File: src/rtl/cpu_types_pkg.sv
// -----------------------------------------------------------------------------
// cpu_types_pkg
// Shared types for the request unit: the controller state encoding and the
// default width of the performance counters.
// -----------------------------------------------------------------------------
package cpu_types_pkg;

    // Default performance counter width.
    localparam int CNTW_DEF = 32;

    // Request unit controller states.
    typedef enum logic [1:0] {
        FETCH  = 2'd0,
        DATA   = 2'd1,
        HALTED = 2'd2
    } rustate_t;

endpackage

File: src/rtl/request_unit_if.sv
// -----------------------------------------------------------------------------
// request_unit_if
// Bundles the control-unit decode inputs, the memory hit inputs, the memory
// request / PC strobe outputs and the performance counters of request_unit.
//   ru : the request unit side (decode and hits in, requests and counters out)
//   tb : the driving side (mirror image of ru)
// -----------------------------------------------------------------------------
interface request_unit_if
    import cpu_types_pkg::*;
#(
    parameter int CNTW = CNTW_DEF
);
    logic            dMemREN;
    logic            dMemWEN;
    logic            Halt;
    logic            ihit;
    logic            dhit;
    logic            imemREN;
    logic            dmemREN;
    logic            dmemWEN;
    logic            pcEN;
    logic            halt;
    logic [CNTW-1:0] instr_cnt;
    logic [CNTW-1:0] stall_cnt;

    modport ru (
        input  dMemREN, dMemWEN, Halt, ihit, dhit,
        output imemREN, dmemREN, dmemWEN, pcEN, halt, instr_cnt, stall_cnt
    );

    modport tb (
        output dMemREN, dMemWEN, Halt, ihit, dhit,
        input  imemREN, dmemREN, dmemWEN, pcEN, halt, instr_cnt, stall_cnt
    );
endinterface

File: src/rtl/sat_counter.sv
// -----------------------------------------------------------------------------
// sat_counter
// Up-counter that sticks at all-ones instead of wrapping.
//   CLK   : clock, rising edge
//   nRST  : asynchronous active-low reset, clears the count
//   inc_i : count enable for this cycle
//   cnt_o : current count
// -----------------------------------------------------------------------------
module sat_counter #(
    parameter int W = 32
) (
    input  logic         CLK,
    input  logic         nRST,
    input  logic         inc_i,
    output logic [W-1:0] cnt_o
);
    logic [W-1:0] cnt_q, cnt_d;

    always_comb begin
        cnt_d = cnt_q;
        if (inc_i && (cnt_q != '1))
            cnt_d = cnt_q + 1'b1;
    end

    always_ff @(posedge CLK or negedge nRST) begin
        if (!nRST) cnt_q <= '0;
        else       cnt_q <= cnt_d;
    end

    assign cnt_o = cnt_q;
endmodule

File: src/rtl/request_unit.sv
// -----------------------------------------------------------------------------
// request_unit
// Sequences instruction fetch and data memory access for a single-issue core.
// FETCH waits for ihit; a decoded load/store moves to DATA until dhit; a
// decoded halt moves to HALTED, which only reset leaves. Also keeps a retired
// instruction counter (wrapping) and a memory stall counter (saturating).
//   CLK, nRST : clock (rising edge) and asynchronous active-low reset
//   ruif.ru   : dMemREN/dMemWEN/Halt decode, ihit/dhit in;
//               imemREN/dmemREN/dmemWEN/pcEN/halt, instr_cnt/stall_cnt out
// -----------------------------------------------------------------------------
module request_unit
    import cpu_types_pkg::*;
#(
    parameter int CNTW = CNTW_DEF
) (
    input  logic      CLK,
    input  logic      nRST,
    request_unit_if.ru ruif
);
    rustate_t        state_q, state_d;
    logic            dren_q, dren_d;
    logic            dwen_q, dwen_d;
    logic [CNTW-1:0] icnt_q;
    logic            in_fetch, in_data;
    logic            pc_en;
    logic            stall_inc;

    assign in_fetch = (state_q == FETCH);
    assign in_data  = (state_q == DATA);

    // Decode inputs are only looked at in FETCH; in DATA only dhit matters.
    always_comb begin
        state_d = state_q;
        dren_d  = dren_q;
        dwen_d  = dwen_q;
        unique case (state_q)
            FETCH: begin
                if (ruif.ihit) begin
                    if (ruif.Halt) begin
                        state_d = HALTED;
                    end else if (ruif.dMemREN | ruif.dMemWEN) begin
                        state_d = DATA;
                        // Load and store both decoded: the store wins.
                        dwen_d  = ruif.dMemWEN;
                        dren_d  = ruif.dMemREN & ~ruif.dMemWEN;
                    end
                end
            end
            DATA: begin
                if (ruif.dhit) begin
                    state_d = FETCH;
                    dren_d  = 1'b0;
                    dwen_d  = 1'b0;
                end
            end
            default: ;  // HALTED holds until reset
        endcase
    end

    always_ff @(posedge CLK or negedge nRST) begin
        if (!nRST) begin
            state_q <= FETCH;
            dren_q  <= 1'b0;
            dwen_q  <= 1'b0;
        end else begin
            state_q <= state_d;
            dren_q  <= dren_d;
            dwen_q  <= dwen_d;
        end
    end

    // Gated by nRST so a hit seen while reset is held never strobes the PC.
    assign pc_en = nRST &
                   ((in_fetch & ruif.ihit & ~ruif.Halt & ~ruif.dMemREN & ~ruif.dMemWEN) |
                    (in_data  & ruif.dhit));

    assign stall_inc = (in_fetch & ~ruif.ihit) | (in_data & ~ruif.dhit);

    always_ff @(posedge CLK or negedge nRST) begin
        if (!nRST)      icnt_q <= '0;
        else if (pc_en) icnt_q <= icnt_q + 1'b1;
    end

    sat_counter #(.W(CNTW)) u_stall_cnt (
        .CLK   (CLK),
        .nRST  (nRST),
        .inc_i (stall_inc),
        .cnt_o (ruif.stall_cnt)
    );

    assign ruif.imemREN   = in_fetch;
    assign ruif.dmemREN   = dren_q;
    assign ruif.dmemWEN   = dwen_q;
    assign ruif.pcEN      = pc_en;
    assign ruif.halt      = (state_q == HALTED);
    assign ruif.instr_cnt = icnt_q;
endmodule
File: src/flat_wrapper.sv
// flat-port wrapper written by rule: the top's interface ports become plain ports
module request_unit_flat import cpu_types_pkg::*;
#(
    parameter int CNTW = CNTW_DEF
)
  (CLK, nRST, ruif_dMemREN, ruif_dMemWEN, ruif_Halt, ruif_ihit, ruif_dhit, ruif_imemREN, ruif_dmemREN, ruif_dmemWEN, ruif_pcEN, ruif_halt, ruif_instr_cnt, ruif_stall_cnt);
  request_unit_if #(.CNTW(CNTW)) ruif_i ();
  input  logic CLK;
  input  logic nRST;
  input wire logic [$bits(ruif_i.dMemREN)-1:0] ruif_dMemREN;
  input wire logic [$bits(ruif_i.dMemWEN)-1:0] ruif_dMemWEN;
  input wire logic [$bits(ruif_i.Halt)-1:0] ruif_Halt;
  input wire logic [$bits(ruif_i.ihit)-1:0] ruif_ihit;
  input wire logic [$bits(ruif_i.dhit)-1:0] ruif_dhit;
  output wire logic [$bits(ruif_i.imemREN)-1:0] ruif_imemREN;
  output wire logic [$bits(ruif_i.dmemREN)-1:0] ruif_dmemREN;
  output wire logic [$bits(ruif_i.dmemWEN)-1:0] ruif_dmemWEN;
  output wire logic [$bits(ruif_i.pcEN)-1:0] ruif_pcEN;
  output wire logic [$bits(ruif_i.halt)-1:0] ruif_halt;
  output wire logic [$bits(ruif_i.instr_cnt)-1:0] ruif_instr_cnt;
  output wire logic [$bits(ruif_i.stall_cnt)-1:0] ruif_stall_cnt;
  assign ruif_i.dMemREN = ruif_dMemREN;
  assign ruif_i.dMemWEN = ruif_dMemWEN;
  assign ruif_i.Halt = ruif_Halt;
  assign ruif_i.ihit = ruif_ihit;
  assign ruif_i.dhit = ruif_dhit;
  assign ruif_imemREN = ruif_i.imemREN;
  assign ruif_dmemREN = ruif_i.dmemREN;
  assign ruif_dmemWEN = ruif_i.dmemWEN;
  assign ruif_pcEN = ruif_i.pcEN;
  assign ruif_halt = ruif_i.halt;
  assign ruif_instr_cnt = ruif_i.instr_cnt;
  assign ruif_stall_cnt = ruif_i.stall_cnt;
  request_unit #(.CNTW(CNTW)) u_core (.CLK(CLK), .nRST(nRST), .ruif(ruif_i));
endmodule
File: config.mk
export PLATFORM = sky130hd
export DESIGN_NAME = request_unit_flat
export DESIGN_NICKNAME = d
export VERILOG_FILES = /design/src/rtl/cpu_types_pkg.sv /design/src/rtl/request_unit_if.sv /design/src/rtl/sat_counter.sv /design/src/rtl/request_unit.sv /design/src/flat_wrapper.sv
export SDC_FILE = /design/constraint.sdc
export NUM_CORES = 1
export LEC_CHECK = 0
export CORE_MARGIN = 8
export CORE_UTILIZATION = 40
export DETAILED_ROUTE_END_ITERATION = 8
export HOLD_SLACK_MARGIN = 0.02
export PLACE_DENSITY_LB_ADDON = 0.3
export SLEW_MARGIN = 10
export SYNTH_ARGS = -nofsm -noshare
export SYNTH_HDL_FRONTEND = slang
export SYNTH_SLANG_ARGS = --single-unit
File: constraint.sdc
create_clock -name CLK -period 2.7 [get_ports CLK]
set_input_delay 0.54 -clock CLK [delete_from_list [all_inputs] [get_ports CLK]]
set_output_delay 0.54 -clock CLK [all_outputs]
set_load 0.005 [all_outputs]
# After elaboration in Yosys (flattened, before gate mapping)
# Cells that the tools add are included.
# classes
n_addsub	2
eq_ne	8
n_mux	14
n_bitwise	17
n_reduce_logical	5
# op_table
cell	n
adder 32 x 1 -> 32 bit (second input constant)	2
inequality test 32 bit (second input constant)	1
bitwise AND 1 bit	9
two-way mux 2 bit	4
inequality test 2 bit (second input constant)	4
two-way mux 1 bit	7
inverter 1 bit	5
AND reduction 5 bit	1
case mux 1 bit (2 select lines)	2
case mux 2 bit (2 select lines)	1
AND reduction 4 bit	1
inequality test 3 bit (second input constant)	1
bitwise OR 1 bit	3
equality test 2 x 1 -> 1 bit (second input constant)	1
equality test 2 bit (second input constant)	1
logical NOT 2 bit	1
nonzero test 2 bit	1
logical AND 1 bit	1
# word_totals
regBits	68
out_inout_bits	69
wordCells	51

# Longest topological paths before layout
# logic_depth
ltp_word	7
mapped_depth	8

# Hierarchy
# Synthesis repeated with hierarchy kept, for this count alone.
# unflattened
cells_unflattened	322
area_unflattened_um2	3518.4
# modules_own_cells
mod	instances	cells_per_inst	area_per_inst_um2
request_unit	1	171	1894.3
sat_counter	1	151	1624.1

# Worst setup path before layout
# Ideal clock, no wire load.
# synth_path
kind	in2reg
from	input ruif_ihit
to	register u_core.u_stall_cnt.cnt_q[31], in the netlist u_core.u_stall_cnt.cnt_o[31]
setup_time_ns	0.079
arrival_ns	2.093
slack_ns	0.528
stages	5
path_cell_list	mux2_4 or3_4 or4_4 nor4_4 xor2_1
# synth_via
elab_chain_len	4
# synth_lines
element	line	source
from (decl)	flat_wrapper.sv:13	input wire logic [$bits(ruif_i.ihit)-1:0] ruif_ihit;
inverter 1 bit	request_unit.sv:77	assign stall_inc = (in_fetch & ~ruif.ihit) | (in_data & ~ruif.dhit);
bitwise AND 1 bit	request_unit.sv:77	
bitwise OR 1 bit	request_unit.sv:77	
logical AND 1 bit	sat_counter.sv:21	if (inc_i && (cnt_q != '1))
to (signal assigned)	sat_counter.sv:27	else cnt_q <= cnt_d;
to (decl)	sat_counter.sv:17	logic [W-1:0] cnt_q, cnt_d;
# No other way between the ends.
# A chain may end at the register's enable or synchronous reset.

# Final worst setup path
# layout_path
from	input ruif_Halt
to	output ruif_pcEN
# layout_via
elab_chain_len	6
# layout_lines
element	line	source
from (decl)	flat_wrapper.sv:12	input wire logic [$bits(ruif_i.Halt)-1:0] ruif_Halt;
inverter 1 bit	request_unit.sv:74	((in_fetch & ruif.ihit & ~ruif.Halt & ~ruif.dMemREN & ~ruif.dMemWEN) |
bitwise AND 1 bit (3 in series)	request_unit.sv:74	
bitwise OR 1 bit	request_unit.sv:74	
bitwise AND 1 bit	request_unit.sv:73	assign pc_en = nRST &
to (decl)	flat_wrapper.sv:18	output wire logic [$bits(ruif_i.pcEN)-1:0] ruif_pcEN;
# No other way between the ends.

==> flow_summary_export.csv <==
group,metric,value,unit
yosys,synth_unique_cells,44,
worst_setup_path,critPathArrivalTime,2040,ps
global_routing,grt_start_max_net_pins,69,
worst_setup_path,cp_max_fo,2,
route,ant_nets,0,
global_routing,first_global_vias,2767,
placed_design,gp_routability_congestion,0.822,
final_layout,layout_cells_sized_above_1,12.3,%
status,outcome,"complete, no violations",
sta,maximum_clock_rate,0.387,GHz
worst_setup_path,worstSetupPathType,"input port to output pin",
route,drt_drc_violations_left,0,
sta,post-route-min-period,2580,ps
worst_setup_path,endpoint_kind,"output pin",
floorplan,floorplan.initialDensity,41.2,%
route,wl_per_cell,15.5,um
min_path,worst_hold_path_type,"input port to async pin",
route,drt_first_pass_iters,4,
sta,timing_hold_violations_final,0,
power,netSwitchingFraction,25.6,%
cts,cts_htree_levels,3,
global_routing,antenna_found_initial,0,
sta,setup-violations-final,0,
cts,clockRootBuffer,"sky130_fd_sc_hd__clkbuf_8",
cts,cts_hold_buffers,0,
worst_setup_path,setup.reg_to_reg.worst_slack,400,ps
floorplan,chipWidth,108,um
final_layout,finalInstanceArea,0.00455,mm^2
floorplan,floorplan.die_area,0.0116,mm^2
cts,clock_latency,340,ps
yosys,syn-mean-instance-area,10.7,um^2
power,power_frac_seq,50.6,%
route,drt-initial-drc-count,99,
power,cellPowerDensity,486,mW/mm^2
global_routing,global_route_wire_length_before_repair,13600,um
yosys,synth.most_common_cell,"sky130_fd_sc_hd__dfrtp_1",
yosys,synthCells,314,
sta,maxSlewViolCount,0,
power,clockPowerShare,37.9,%
placed_design,place_hpwl,6010,um
yosys,synth.top_cells.by_area,"sky130_fd_sc_hd__dfrtp_1 (51%), sky130_fd_sc_hd__xnor2_1 (10%), sky130_fd_sc_hd__xor2_1 (5.2%), sky130_fd_sc_hd__nand4_1 (4.5%), sky130_fd_sc_hd__nand3_1 (3.9%)",
cts,clockBufferDepth,2,
yosys,synthDominantCellAreaShare,50.5,%
yosys,netlist_area,0.00337,mm^2
power,comb_power_share,11.5,%
cts,clkSlewWorstSetupHoldPaths,70,ps
flow_run,cap_viol_max_count,0,
power,ir_worst_vdd,0.419,mV
global_routing,global_route.usage.total,14.4,%
yosys,seq_area_frac_synth,50.5,%
route,dr_total_vias,2693,
final_layout,syn_to_final_growth,35.1,%
floorplan,num_rows,33,
cts,clock_tree_from_tritoncts,"done",
worst_setup_path,startpoint_type,"input port",
sta,fin_worst_hold_slack,448,ps
sta,final_min_period_over_clock_period,95.6,%
worst_setup_path,cp_data_required_time,2160,ps
cts,cts-buffers-inserted,9,
placed_design,portBuffers,75,
floorplan,ios,76,
yosys,synth_top_cells_by_count,"sky130_fd_sc_hd__dfrtp_1 (68), sky130_fd_sc_hd__xnor2_1 (40), sky130_fd_sc_hd__nand3_1 (26), sky130_fd_sc_hd__nand4_1 (24), sky130_fd_sc_hd__nand2_1 (23)",
floorplan,die_h,108,um
placed_design,placed_area,0.00435,mm^2
sta,timing_worst_slew_pin_value,856,ps
power,switchingPower,566,uW
sta,timing.slew.headroom,42.9,%
floorplan,core-area,0.00818,mm^2
cts,tritoncts_num_sinks,68,
sta,fin_worst_skew,8.67,ps
yosys,postSynthNetCount,323,
route,vias_per_inst,5.18,
global_routing,gr-total-overflow,0,
power,p_int,1650,uW
sta,setup-tns-final,0,ps
route,total_routed_length,8060,um
yosys,async_reset_ff_share,100,%
power,leakage,0.00188,uW
yosys,synthFlopType,"sky130_fd_sc_hd__dfrtp_1",
yosys,number_of_flip_flops_and_latches_in_the_synthesized_netlist,68,
yosys,synth_area_leader_cell,"sky130_fd_sc_hd__dfrtp_1",
yosys,synth-edff-count,0,
final_layout,design.final.nets,419,
final_layout,total_inserted_antenna_cells,0,
yosys,ys_warn_count,0,
power by group through the flow:
stage	logic [uW]	clock network (uW)	registers, uW
after floorplan	115	0	1120
after global placement	255	0	1140
after detailed placement	258	0	1140
after CTS	260	861	1120
after global routing	284	911	1130
final	254	839	1120
cells in the final DEF (no fill, tap or decap), types with 2 or more instances in the layout:
master                            netlist  final
sky130_fd_sc_hd__clkbuf_8               0     10
sky130_fd_sc_hd__clkinvlp_4             0      2
sky130_fd_sc_hd__dfrtp_1               68     68
sky130_fd_sc_hd__nor4_4                 3      3
sky130_fd_sc_hd__nor4_1                 2      2
sky130_fd_sc_hd__a21oi_1                3      3
sky130_fd_sc_hd__and2_1                 3      3
sky130_fd_sc_hd__nand3_2                2      2
sky130_fd_sc_hd__a211oi_1               2      2
sky130_fd_sc_hd__a22oi_1                2      2
sky130_fd_sc_hd__clkinv_2               0      2
sky130_fd_sc_hd__xor2_1                20     20
sky130_fd_sc_hd__clkdlybuf4s50_1        0     74
sky130_fd_sc_hd__nand4_1               24     24
sky130_fd_sc_hd__or4_1                  2      2
sky130_fd_sc_hd__nor2_1                18     18
sky130_fd_sc_hd__o21ai_0                8      8
sky130_fd_sc_hd__ha_1                   2      2
sky130_fd_sc_hd__or3_1                  2      2
sky130_fd_sc_hd__mux2_2                 3      3
sky130_fd_sc_hd__or3_4                  2      2
sky130_fd_sc_hd__and3_1                11     11
sky130_fd_sc_hd__nand3_1               26     26
sky130_fd_sc_hd__and4_1                 7      7
sky130_fd_sc_hd__xnor2_1               40     40
sky130_fd_sc_hd__nor3_2                 2      3
sky130_fd_sc_hd__nor2b_1                2      2
sky130_fd_sc_hd__buf_4                  0     17
sky130_fd_sc_hd__nand2b_1               2      2
sky130_fd_sc_hd__inv_1                  3      3
sky130_fd_sc_hd__nand2_1               23     23
sky130_fd_sc_hd__nor3_1                10      9
per-layer routing:
layer | vias to the layer above | global-route usage (%) | wire length (um)
li1 | 1323 | - | -
met1 | 1293 | 19.1 | 3790
met2 | 65 | 21.6 | 3640
met3 | 12 | 3.41 | 471
met4 | 0 | 7.04 | 150
met5 | - | 0 | 0
timing repair:
item                                    CTS  global route
setup buffers                             0             0
endpoints found under the hold margin     0             0
endpoints found under the setup margin    0             1
gates resized for setup                   0             1
sequential cells by signal, indices dropped and copies added, names as in the netlist:
name and flops:
u_core.ruif.instr_cnt 32, u_core.ruif.dmemWEN 1, u_core.state_q 2, u_core.u_stall_cnt.cnt_o 32, u_core.ruif.dmemREN 1
kinds of logic after synthesis:
| logic type | share of synthesized area [%] |
|---|---|
| compound gates | 3.97 |
| xor+xnor | 15.6 |
| fa+ha+maj | 0.743 |
| buf+inv | 1.15 |
| flops | 50.5 |
| mux | 1.45 |
| simple gates | 26.6 |
area by class of cell:
class / instances / area (um^2)
inverters: 3 / 11.3
flip-flops and latches: 68 / 1700
clock inverters: 6 / 63.8
clock buffers: 10 / 138
multi-input cells: 236 / 1630
repair buffers: 92 / 873
well taps: 105 / 131
fillers: 734 / 3620
worst max-delay path, stage by stage:
cell,delay [ps]
sky130_fd_sc_hd__clkdlybuf4s50_1,430
sky130_fd_sc_hd__nor3_2,230
sky130_fd_sc_hd__a22oi_1,130
sky130_fd_sc_hd__nor2_1,170
sky130_fd_sc_hd__clkdlybuf4s50_1,530
per-stage QoR:
step | cells | utilization, % | setup WS, ps | power (uW)
floorplan | 314 | - | 528 | 1240
global placement | 504 | 53.2 | 49.6 | 1390
detailed placement | 504 | 53.2 | 8.23 | 1400
CTS | 520 | 55.6 | 6.92 | 2240
global route | 520 | 55.7 | -26.3 | 2330
finish | 520 | 55.7 | 118 | 2210
path summary, 6_finish.rpt:
| path | startpoint | to | cells past startpoint |
|---|---|---|---|
| max | ruif_Halt | ruif_pcEN | 5 |
| min | nRST | u_core.u_stall_cnt.cnt_o[4] | 2 |
| max reg2reg | u_core.state_q[0] | u_core.u_stall_cnt.cnt_o[23] | 5 |
| min reg2reg | u_core.ruif.instr_cnt[10] | u_core.ruif.instr_cnt[10] | 1 |
| max in group asynchronous | nRST | u_core.ruif.instr_cnt[13] | 2 |
| min in group CLK | u_core.ruif.instr_cnt[10] | u_core.ruif.instr_cnt[10] | 1 |
No activity file was read; power rests on OpenSTA's default activity.
